$ cat src/rtl/lsu_pkg.sv
// Shared types and helpers for the load/store sequencer: FSM states,
// RV32 load/store func3 encodings, access-size lookup and legality check.
package lsu_pkg;

  typedef enum logic [2:0] {
    IDLE  = 3'd0,
    REQ0  = 3'd1,
    WAIT0 = 3'd2,
    REQ1  = 3'd3,
    WAIT1 = 3'd4,
    RESP  = 3'd5,
    ERR   = 3'd6
  } lsu_state_e;

  localparam logic [2:0] F3_LB  = 3'b000;
  localparam logic [2:0] F3_LH  = 3'b001;
  localparam logic [2:0] F3_LW  = 3'b010;
  localparam logic [2:0] F3_LBU = 3'b100;
  localparam logic [2:0] F3_LHU = 3'b101;
  localparam logic [2:0] F3_SB  = 3'b000;
  localparam logic [2:0] F3_SH  = 3'b001;
  localparam logic [2:0] F3_SW  = 3'b010;

  function automatic logic [2:0] size_bytes(input logic [1:0] f3_lo);
    case (f3_lo)
      2'b00:   return 3'd1;
      2'b01:   return 3'd2;
      default: return 3'd4;
    endcase
  endfunction

  function automatic logic f3_legal(input logic store, input logic [2:0] f3);
    if (store)
      return (f3 == F3_SB) || (f3 == F3_SH) || (f3 == F3_SW);
    return (f3 == F3_LB) || (f3 == F3_LH) || (f3 == F3_LW) ||
           (f3 == F3_LBU) || (f3 == F3_LHU);
  endfunction

endpackage

$ cat src/rtl/lsu_ctrl_if.sv
// Data-memory port: req/gnt address phase followed by an rvalid response phase.
interface lsu_ctrl_if;
  logic        mem_req;
  logic        mem_gnt;
  logic [31:0] mem_addr;
  logic [3:0]  mem_we;
  logic [31:0] mem_wdata;
  logic        mem_rvalid;
  logic [31:0] mem_rdata;

  modport master (
    output mem_req, mem_addr, mem_we, mem_wdata,
    input  mem_gnt, mem_rvalid, mem_rdata
  );

  modport slave (
    input  mem_req, mem_addr, mem_we, mem_wdata,
    output mem_gnt, mem_rvalid, mem_rdata
  );
endinterface

$ cat src/rtl/lsu_align.sv
// Combinational lane alignment: store byte enables / shifted data over two
// words, and load merge plus sign/zero extension.
module lsu_align
  import lsu_pkg::*;
(
  input  logic [1:0]  off,
  input  logic [2:0]  func3,
  input  logic [31:0] lo,
  input  logic [31:0] hi,
  input  logic [31:0] wdata,
  output logic [7:0]  be8,
  output logic [63:0] wd64,
  output logic [31:0] ld_data
);

  logic [2:0]  sz;
  logic [7:0]  mask;
  logic [63:0] merged;
  logic [31:0] raw;

  always_comb begin
    sz     = size_bytes(func3[1:0]);
    mask   = (8'd1 << sz) - 8'd1;
    be8    = mask << off;
    wd64   = {32'd0, wdata} << {off, 3'b000};
    // hi is zero for non-split loads, so the upper bytes shift in as zeros
    merged = {hi, lo} >> {off, 3'b000};
    raw    = merged[31:0];
    case (func3)
      F3_LB:   ld_data = {{24{raw[7]}}, raw[7:0]};
      F3_LH:   ld_data = {{16{raw[15]}}, raw[15:0]};
      F3_LBU:  ld_data = {24'd0, raw[7:0]};
      F3_LHU:  ld_data = {16'd0, raw[15:0]};
      default: ld_data = raw;
    endcase
  end

endmodule

$ cat src/rtl/lsu_ctrl.sv
// Load/store sequencer: one pipeline request becomes one or two word-aligned
// memory transactions, with a single completion or fault pulse at the end.
module lsu_ctrl
  import lsu_pkg::*;
(
  input  logic        clk,
  input  logic        rst,
  input  logic        req_valid,
  output logic        req_ready,
  input  logic        req_store,
  input  logic [2:0]  req_func3,
  input  logic [31:0] req_addr,
  input  logic [31:0] req_wdata,
  input  logic [4:0]  req_rd,
  lsu_ctrl_if.master  mem,
  output logic        ld_valid,
  output logic [31:0] ld_data,
  output logic [4:0]  ld_rd,
  output logic        st_done,
  output logic        fault,
  output logic        busy
);

  lsu_state_e  state;

  logic [1:0]  off_p0;
  logic [2:0]  func3_p0;
  logic        store_p0;
  logic [31:0] wdata_p0;
  logic [4:0]  rd_p0;
  logic        split_p0;
  logic [31:0] lo_p0;

  logic        idle;
  logic        legal;
  logic        split_in;
  logic [1:0]  a_off;
  logic [2:0]  a_func3;
  logic [31:0] a_wdata;
  logic [31:0] a_lo;
  logic [31:0] a_hi;
  logic [7:0]  be8;
  logic [63:0] wd64;
  logic [31:0] ext_data;

  logic        mem_req_r;
  logic [31:0] mem_addr_r;
  logic [3:0]  mem_we_r;
  logic [31:0] mem_wdata_r;
  logic [31:0] ld_data_r;
  logic [4:0]  ld_rd_r;

  assign idle     = (state == IDLE);
  assign legal    = f3_legal(req_store, req_func3);
  assign split_in = ({1'b0, req_addr[1:0]} + size_bytes(req_func3[1:0])) > 3'd4;

  // In IDLE the aligner sees the incoming request so word-0 lanes can be
  // registered on accept; afterwards it sees the captured request.
  assign a_off   = idle ? req_addr[1:0] : off_p0;
  assign a_func3 = idle ? req_func3     : func3_p0;
  assign a_wdata = idle ? req_wdata     : wdata_p0;
  assign a_lo    = (state == WAIT0) ? mem.mem_rdata : lo_p0;
  assign a_hi    = (state == WAIT1) ? mem.mem_rdata : 32'd0;

  lsu_align u_align (
    .off     (a_off),
    .func3   (a_func3),
    .lo      (a_lo),
    .hi      (a_hi),
    .wdata   (a_wdata),
    .be8     (be8),
    .wd64    (wd64),
    .ld_data (ext_data)
  );

  // Request capture (data only, no reset needed)
  always_ff @(posedge clk) begin
    if (idle && req_valid) begin
      off_p0   <= req_addr[1:0];
      func3_p0 <= req_func3;
      store_p0 <= req_store;
      wdata_p0 <= req_wdata;
      rd_p0    <= req_rd;
      split_p0 <= split_in;
    end
    if (state == WAIT0 && mem.mem_rvalid)
      lo_p0 <= mem.mem_rdata;
  end

  // Sequencer and registered memory / result outputs
  always_ff @(posedge clk) begin
    if (rst) begin
      state       <= IDLE;
      mem_req_r   <= 1'b0;
      mem_addr_r  <= 32'd0;
      mem_we_r    <= 4'd0;
      mem_wdata_r <= 32'd0;
      ld_data_r   <= 32'd0;
      ld_rd_r     <= 5'd0;
    end else begin
      case (state)
        IDLE: begin
          if (req_valid) begin
            if (legal) begin
              state       <= REQ0;
              mem_req_r   <= 1'b1;
              mem_addr_r  <= {req_addr[31:2], 2'b00};
              mem_we_r    <= req_store ? be8[3:0] : 4'd0;
              mem_wdata_r <= wd64[31:0];
            end else begin
              state <= ERR;
            end
          end
        end
        REQ0: begin
          if (mem.mem_gnt) begin
            mem_req_r <= 1'b0;
            state     <= WAIT0;
          end
        end
        WAIT0: begin
          if (mem.mem_rvalid) begin
            if (split_p0) begin
              state       <= REQ1;
              mem_req_r   <= 1'b1;
              mem_addr_r  <= mem_addr_r + 32'd4;
              mem_we_r    <= store_p0 ? be8[7:4] : 4'd0;
              mem_wdata_r <= wd64[63:32];
            end else begin
              state <= RESP;
              if (!store_p0) begin
                ld_data_r <= ext_data;
                ld_rd_r   <= rd_p0;
              end
            end
          end
        end
        REQ1: begin
          if (mem.mem_gnt) begin
            mem_req_r <= 1'b0;
            state     <= WAIT1;
          end
        end
        WAIT1: begin
          if (mem.mem_rvalid) begin
            state <= RESP;
            if (!store_p0) begin
              ld_data_r <= ext_data;
              ld_rd_r   <= rd_p0;
            end
          end
        end
        RESP:    state <= IDLE;
        ERR:     state <= IDLE;
        default: state <= IDLE;
      endcase
    end
  end

  assign req_ready     = idle;
  assign busy          = ~idle;
  assign ld_valid      = (state == RESP) & ~store_p0;
  assign st_done       = (state == RESP) &  store_p0;
  assign fault         = (state == ERR);
  assign ld_data       = ld_data_r;
  assign ld_rd         = ld_rd_r;
  assign mem.mem_req   = mem_req_r;
  assign mem.mem_addr  = mem_addr_r;
  assign mem.mem_we    = mem_we_r;
  assign mem.mem_wdata = mem_wdata_r;

endmodule
$ cat src/flat_wrapper.sv
// flat-port wrapper written by rule: the top's interface ports become plain ports
module lsu_ctrl_flat import lsu_pkg::*;
  (clk, rst, req_valid, req_ready, req_store, req_func3, req_addr, req_wdata, req_rd, ld_valid, ld_data, ld_rd, st_done, fault, busy, mem_mem_req, mem_mem_addr, mem_mem_we, mem_mem_wdata, mem_mem_gnt, mem_mem_rvalid, mem_mem_rdata);
  lsu_ctrl_if mem_i ();
  input  logic clk;
  input  logic rst;
  input  logic req_valid;
  output logic req_ready;
  input  logic req_store;
  input  logic [2:0] req_func3;
  input  logic [31:0] req_addr;
  input  logic [31:0] req_wdata;
  input  logic [4:0] req_rd;
  output logic ld_valid;
  output logic [31:0] ld_data;
  output logic [4:0] ld_rd;
  output logic st_done;
  output logic fault;
  output logic busy;
  output wire logic [$bits(mem_i.mem_req)-1:0] mem_mem_req;
  output wire logic [$bits(mem_i.mem_addr)-1:0] mem_mem_addr;
  output wire logic [$bits(mem_i.mem_we)-1:0] mem_mem_we;
  output wire logic [$bits(mem_i.mem_wdata)-1:0] mem_mem_wdata;
  input wire logic [$bits(mem_i.mem_gnt)-1:0] mem_mem_gnt;
  input wire logic [$bits(mem_i.mem_rvalid)-1:0] mem_mem_rvalid;
  input wire logic [$bits(mem_i.mem_rdata)-1:0] mem_mem_rdata;
  assign mem_mem_req = mem_i.mem_req;
  assign mem_mem_addr = mem_i.mem_addr;
  assign mem_mem_we = mem_i.mem_we;
  assign mem_mem_wdata = mem_i.mem_wdata;
  assign mem_i.mem_gnt = mem_mem_gnt;
  assign mem_i.mem_rvalid = mem_mem_rvalid;
  assign mem_i.mem_rdata = mem_mem_rdata;
  lsu_ctrl u_core (.clk(clk), .rst(rst), .req_valid(req_valid), .req_ready(req_ready), .req_store(req_store), .req_func3(req_func3), .req_addr(req_addr), .req_wdata(req_wdata), .req_rd(req_rd), .mem(mem_i), .ld_valid(ld_valid), .ld_data(ld_data), .ld_rd(ld_rd), .st_done(st_done), .fault(fault), .busy(busy));
endmodule
$ cat config.mk
export PLATFORM = sky130hd
export DESIGN_NAME = lsu_ctrl_flat
export DESIGN_NICKNAME = d
export VERILOG_FILES = /design/src/rtl/lsu_pkg.sv /design/src/rtl/lsu_ctrl_if.sv /design/src/rtl/lsu_align.sv /design/src/rtl/lsu_ctrl.sv /design/src/flat_wrapper.sv
export SDC_FILE = /design/constraint.sdc
export NUM_CORES = 1
export LEC_CHECK = 0
export CAP_MARGIN = 10
export CORE_MARGIN = 2
export CORE_UTILIZATION = 30
export DETAILED_ROUTE_END_ITERATION = 7
export GPL_TIMING_DRIVEN = 0
export PLACE_DENSITY_LB_ADDON = 0.05
export SYNTH_ARGS = -nofsm -noshare
export SYNTH_HDL_FRONTEND = slang
export SYNTH_SLANG_ARGS = --single-unit
$ cat constraint.sdc
create_clock -name clk -period 3.91 [get_ports clk]
set_input_delay 0.782 -clock clk [delete_from_list [all_inputs] [get_ports clk]]
set_output_delay 0.782 -clock clk [all_outputs]
set_load 0.02 [all_outputs]
Yosys cells after proc, flatten, opt, wreduce, memory -nomap -nowiden:

Cells that the tools add are included.

* flip-flop bits (word level): 185
* input port bits: 110
* word-level logic and storage cells: 121
* output and inout bits: 111

* order comparisons: 1
* shifts and indexed selects: 4
* multiplexer cells: 52
* bitwise operators: 4
* add/subtract/negate cells: 3
* reductions and logical operators: 19
* equal/unequal tests: 24

Operators by type and width (count)
* 32-bit two-way mux: 15
* 32-bit one-hot mux with 2 select lines: 3
* 32-bit one-hot mux with 4 select lines: 1
* 32-bit by 5-bit << shifter with 64-bit output: 1
* 64-bit by 5-bit right shift with 32-bit output: 1
* 32-bit by 3-bit adder with 32-bit output (second input constant): 1
* 3-bit two-way mux: 8
* 4-bit two-way mux: 6
* 3-bit == test (second input constant): 7
* 5-bit two-way mux: 4
* 3-bit one-hot mux with 5 select lines: 1
* 2-bit != test (second input constant): 7
* 3-bit one-hot mux with 2 select lines: 2
* 5-bit one-hot mux with 2 select lines: 1
* 5-bit AND reduction: 2
* 3-bit by 1-bit == test with 1-bit output (second input constant): 3
* 3-bit by 2-bit == test with 1-bit output (second input constant): 3
* 3-bit zero test: 3
* 1-bit two-way mux: 8
* 4-bit one-hot mux with 2 select lines: 1
* 1-bit by 3-bit << shifter with 8-bit output (first input constant): 1
* 8-bit by 2-bit << shifter with 8-bit output: 1
* 8-bit by 1-bit subtractor with 8-bit output (second input constant): 1
* 6-bit AND reduction: 1
* other kinds (15): 25

Depth between registers and ports, before layout:

* depth after elaboration: 11
* gate-level depth with buffers: 12
* gate-level depth less buffers: 9

By module:

From an unflattened synthesis, not the netlist that was laid out.

* cells, all modules: 1205
* area, all modules: 10675.2 µm²

Modules (own cells, without submodules)
* lsu_ctrl: cells each 947, area each 8499.4 µm², sequential area each 4424.2 µm², times used 1
* lsu_align: cells each 258, area each 2175.8 µm², sequential area each 0.0 µm², times used 1

Least setup slack after synthesis:

OpenSTA, ideal clock, no wires.

* kind: reg2reg
* from: register u_core.state[1]
* to: register u_core.func3_p0[0] (enable)
* stages on the path, launching flop included: 8
* setup slack: 0.861 ns
* buffers on the path: 4
* data required time: 3.504 ns
* data arrival time: 2.643 ns
* clock period less this slack: 3.049 ns
* library setup time: 0.406 ns
* path through: dfxtp_1 > buf_6 > or3_1 > buf_6 > inv_2 > buf_4 > clkbuf_1 > and2_1

* word-level cells in the longest chain between the ends: 2

Ends and longest elaborated chain
* from (decl): line lsu_ctrl.sv:24 `lsu_state_e state;`
* from (signal assigned): line lsu_ctrl.sv:93 `state <= IDLE;`
* from (signal assigned): line lsu_ctrl.sv:105 `state <= REQ0;`
* from (signal assigned): line lsu_ctrl.sv:111 `state <= ERR;`
* 3-bit zero test: line lsu_ctrl.sv:53 `assign idle = (state == IDLE);`
* named net req_ready: line flat_wrapper.sv:8 `output logic req_ready;`
* 1-bit logical AND: line lsu_ctrl.sv:78 `if (idle && req_valid) begin`
* to (signal assigned): line lsu_ctrl.sv:80 `func3_p0 <= req_func3;`
* to (decl): line lsu_ctrl.sv:27 `logic [2:0] func3_p0;`

The timed path passes the listed nets, and every way through them passes these cells.
A chain may end at the register's enable or synchronous reset.

Final worst setup path:

* from: register u_core.state[2]
* to: output port req_ready

* word-level cells in the longest chain between the ends: 1

Ends and longest elaborated chain (line)
* 3-bit zero test: lsu_ctrl.sv:53
* to (decl): flat_wrapper.sv:8

Every way passes these cells.

==> parameters.txt <==
Parameter                              Value

Outcome
  Status    complete, no violations

Die
  Initial Util    30.56%
  Num rows    67
  Placeable core region    33700 um2
  Die footprint    35830 um2
  DIE WIDTH    189.3 um
  Y dimension of the die    189.3 um
  Top-Level Pins    221

Detailed routing
  Routed length on met3    2.979 mm
  Detailed-routed wire length on met2    18.07 mm
  Via count    9752
  Count of antenna-violating nets left after detailed routing    0
  Iteration count of the initial detailed-routing pass    5
  DRC Markers    0
  Final wirelength    41.84 mm
  1st-iter DRT viols    1003
  Average detailed-routed wire length per instance    23.36 um
  Wl on met1    19.98 mm
  Via density per instance    5.445
  Uppermost routed layer    met4

Setup path
  Crit path max-delay cell type    sky130_fd_sc_hd__clkdlybuf4s50_1
  Start point of the critical path    u_core.state[2]
  Biggest cell delay along the critical path    0.73 ns
  Category of the worst setup path capture point    output pin
  Worst-path fanout max    10
  Critical Path AT    2.98 ns
  Worst Setup Path Type    flop to output pin
  Required arrival time at the worst endpoint    3.13 ns
  Worst Setup Start Kind    flop
  R2R Path Start    u_core.state[2]
  Critical path cell sequence    buf_2 -> or3_1 -> buf_6 -> inv_2 -> buf_4 -> clkbuf_1 -> clkdlybuf4s50_1

Power
  Overall power consumption    12330 uW
  Leakage power of the design    0.004768 uW
  Total power density per cell area    903.2 nW/um2
  Maximum resistive drop on vdd    0.5120 mV

Clock tree
  Setup Fix Bufs, Post-CTS    0
  Count of instances resized after the clock tree is built    0
  Clock H-tree levels    4
  CTS Root Cell    sky130_fd_sc_hd__clkbuf_16
  Inserted Clock Buffers    17
  Hold buffers post-CTS    0
  Clock tree sinks    183
  Worst-case clock buffer depth    2
  Clock tree from TritonCTS    built
  Skew-Pair Late Insertion Delay    0.45 ns
  Clock transition at the registers of the reported paths    0.08 ns

Timing
  Count of endpoints failing setup in the final report    0
  Fin Setup TNS    0 ns
  Number of pins exceeding their max-slew limit in the final report    0
  Final worst path period share    96.19%
  Final critical-path setup slack    0.1490 ns
  Hold Vio Cnt, Final    0
  Post-Route Skew    0.01441 ns
  Post-Route Hold Slack    0.4559 ns
  Max-slew headroom at the worst pin    34.98%
  Final critical-path required period    3.761 ns
  Achievable Freq    265.9 MHz
  Setup repair after global routing missed its margin    false
  Tightest Pin Transition    0.9754 ns

Worst hold path
  Tightest Hold Check Type    flop to flop
  Critical hold path startpoint    u_core.ld_rd[3]

Synthesis
  Mean Syn Cell Area    9.423 um2
  Number of enable-type register cells in the synthesized netlist    76
  Ys async rst share    0%
  Flip-flop cell with the highest count after synthesis    sky130_fd_sc_hd__dfxtp_1
  Distinct cell type count of the synthesized netlist    75
  Area of the mapped netlist    10300 um2
  Number of warnings printed during yosys synthesis    0
  Synthesized instance count    1093
  Total of flip-flops plus latches after synthesis    183
  Part of the Yosys area used for sequential elements    42.95%

Global routing
  Number of antenna violations at the first check in global routing    1
  Final global-route overflow total    0
  Wire length of the first global-routing pass    61.58 mm
  Overall global routing resource usage    23.20%
  Maximum number of pins on one net before global-route repair    34
  Number of global-route vias before repair    9410

Final layout
  Non-Filler Cell Area, Final    13650 um2
  Layout cells sized above 1    10.80%
  Count of nets after finishing    1444
  Area growth syn-to-layout    32.57%

Placement
  Post-DP HPWL    31.24 mm
  Final Wtd Congestion    0.8613
  Pre-CTS WS    0.1376 ns
  Number of port buffers    216
  Cell Area, Placed    13050 um2

Job
  Maximum Capacitance Violations    0
[worst paths after layout]
check	endpoint	slack (ns)	cells past startpoint
setup / recovery	req_ready	0.15	7
hold reg to reg	u_core.ld_rd[3]	0.46	2
setup reg to reg	u_core.mem.mem_we[0]	0.65	12
hold / removal	u_core.ld_rd[3]	0.46	2
[area by class of cell]
| cell class | instances | area (um2) |
|---|---|---|
| Fill cell | 3449 | 20050 |
| Multi-Input combinational cell | 801 | 5330 |
| Sequential cell | 183 | 4424 |
| Timing Repair Buffer | 217 | 2182 |
| Tap cell | 448 | 560.5 |
| Buffer | 101 | 518.0 |
| Clock buffer | 19 | 464.2 |
| Clock inverter | 12 | 138.9 |
| Inverter | 9 | 33.78 |
| Antenna cell | 1 | 2.502 |
[flip-flops by register name, indices dropped and copies added, names as in the netlist]
signal and flops:
u_core.lo_p0 32, u_core.store_p0 1, u_core.rd_p0 5, u_core.mem.mem_addr 30, u_core.ld_data 32, u_core.func3_p0 3
u_core.mem.mem_we 4, u_core.mem.mem_wdata 32, u_core.split_p0 1, u_core.mem.mem_req 1, u_core.off_p0 2, u_core.wdata_p0 32
u_core.ld_rd 5, u_core.state 3
[cells by family (layout without fill, tap and decap cells)]
| group | count (synthesis) | after routing | share of synthesized area (%) |
|---|---|---|---|
| AO/OA/AOI/OAI | 293 | 293 | 19.86 |
| XOR/XNOR | 3 | 3 | 0.3281 |
| adder cells (fa/ha/maj) | 4 | 4 | 0.5588 |
| buffers and inverters | 110 | 358 | 5.357 |
| flip-flops | 183 | 183 | 42.95 |
| multiplexers | 126 | 126 | 14.31 |
| other | 1 | 3 | 0.03641 |
| AND/OR/NAND/NOR | 373 | 373 | 16.59 |
[critical path: cells and delay by family (launching register included)]
kind | cells | cell delay [ns]
buffers and inverters | 6 | 1.86
DFF | 1 | 0.33
and+or+nand+nor | 1 | 0.34
[power breakdown]
group	total [uW]	switching, uW	internal [uW]	leakage [uW]
registers	2990	420	2570	0.00158
logic	7500	4750	2750	0.00289
clock network	1850	841	1000	0.000294
total	12300	6010	6320	0.00477
[metrics by stage]
| stage | utilization (%) | instances |
|---|---|---|
| final | 40.52 | 1791 |
| after global routing | 40.51 | 1790 |
| after floorplan | - | 1094 |
| after CTS | 40.51 | 1790 |
| after global placement | 38.65 | 1758 |
| after detailed placement | 38.72 | 1759 |
[synthesized netlist by cell type (16+ instances only)]
cell / n / share of area, %
sky130_fd_sc_hd__mux2_2: 16 / 1.7
sky130_fd_sc_hd__a211oi_1: 39 / 2.8
sky130_fd_sc_hd__o21ai_0: 53 / 2.6
sky130_fd_sc_hd__dfxtp_1: 107 / 21
sky130_fd_sc_hd__nor2_1: 106 / 3.9
sky130_fd_sc_hd__buf_2: 30 / 1.5
sky130_fd_sc_hd__nor3_1: 37 / 1.8
sky130_fd_sc_hd__nand2_1: 131 / 4.8
sky130_fd_sc_hd__mux2i_1: 94 / 9.1
sky130_fd_sc_hd__clkbuf_1: 45 / 1.6
sky130_fd_sc_hd__nand3_1: 36 / 1.7
sky130_fd_sc_hd__o31ai_1: 16 / 1.2
sky130_fd_sc_hd__a21oi_1: 72 / 3.5
sky130_fd_sc_hd__edfxtp_1: 76 / 22
[cells in the final DEF, fill, tap and decap left out, types with 7 or more instances in the layout]
cell type,Yosys,final
sky130_fd_sc_hd__dfxtp_1,107,107
sky130_fd_sc_hd__a21oi_1,72,72
sky130_fd_sc_hd__a311oi_2,9,9
sky130_fd_sc_hd__nand2_1,131,131
sky130_fd_sc_hd__clkbuf_16,0,18
sky130_fd_sc_hd__mux2_2,16,16
sky130_fd_sc_hd__o31a_1,8,8
sky130_fd_sc_hd__a311oi_1,9,9
sky130_fd_sc_hd__buf_2,30,30
sky130_fd_sc_hd__a32oi_1,15,15
sky130_fd_sc_hd__nor3_1,37,37
sky130_fd_sc_hd__a21o_1,11,11
sky130_fd_sc_hd__clkdlybuf4s50_1,0,216
sky130_fd_sc_hd__clkbuf_1,45,45
sky130_fd_sc_hd__buf_4,13,13
sky130_fd_sc_hd__o22ai_1,10,10
sky130_fd_sc_hd__edfxtp_1,76,76
sky130_fd_sc_hd__nor2_1,106,106
sky130_fd_sc_hd__o211ai_1,7,7
sky130_fd_sc_hd__mux2i_1,94,94
sky130_fd_sc_hd__nand4_1,13,13
sky130_fd_sc_hd__nand3_1,36,36
sky130_fd_sc_hd__o31ai_1,16,16
sky130_fd_sc_hd__and3_1,7,7
sky130_fd_sc_hd__o21ai_0,53,53
sky130_fd_sc_hd__or3_1,8,8
sky130_fd_sc_hd__mux4_2,15,15
sky130_fd_sc_hd__buf_6,7,7
sky130_fd_sc_hd__a211oi_1,39,39
[routing by layer]
metal / vias up / GRT usage, %
li1: 4576 / -
met1: 4728 / 33.55
met2: 402 / 34.93
met3: 46 / 4.930
met4: 0 / 6.202
met5: - / 0
Power figures use the tool's default switching activity.
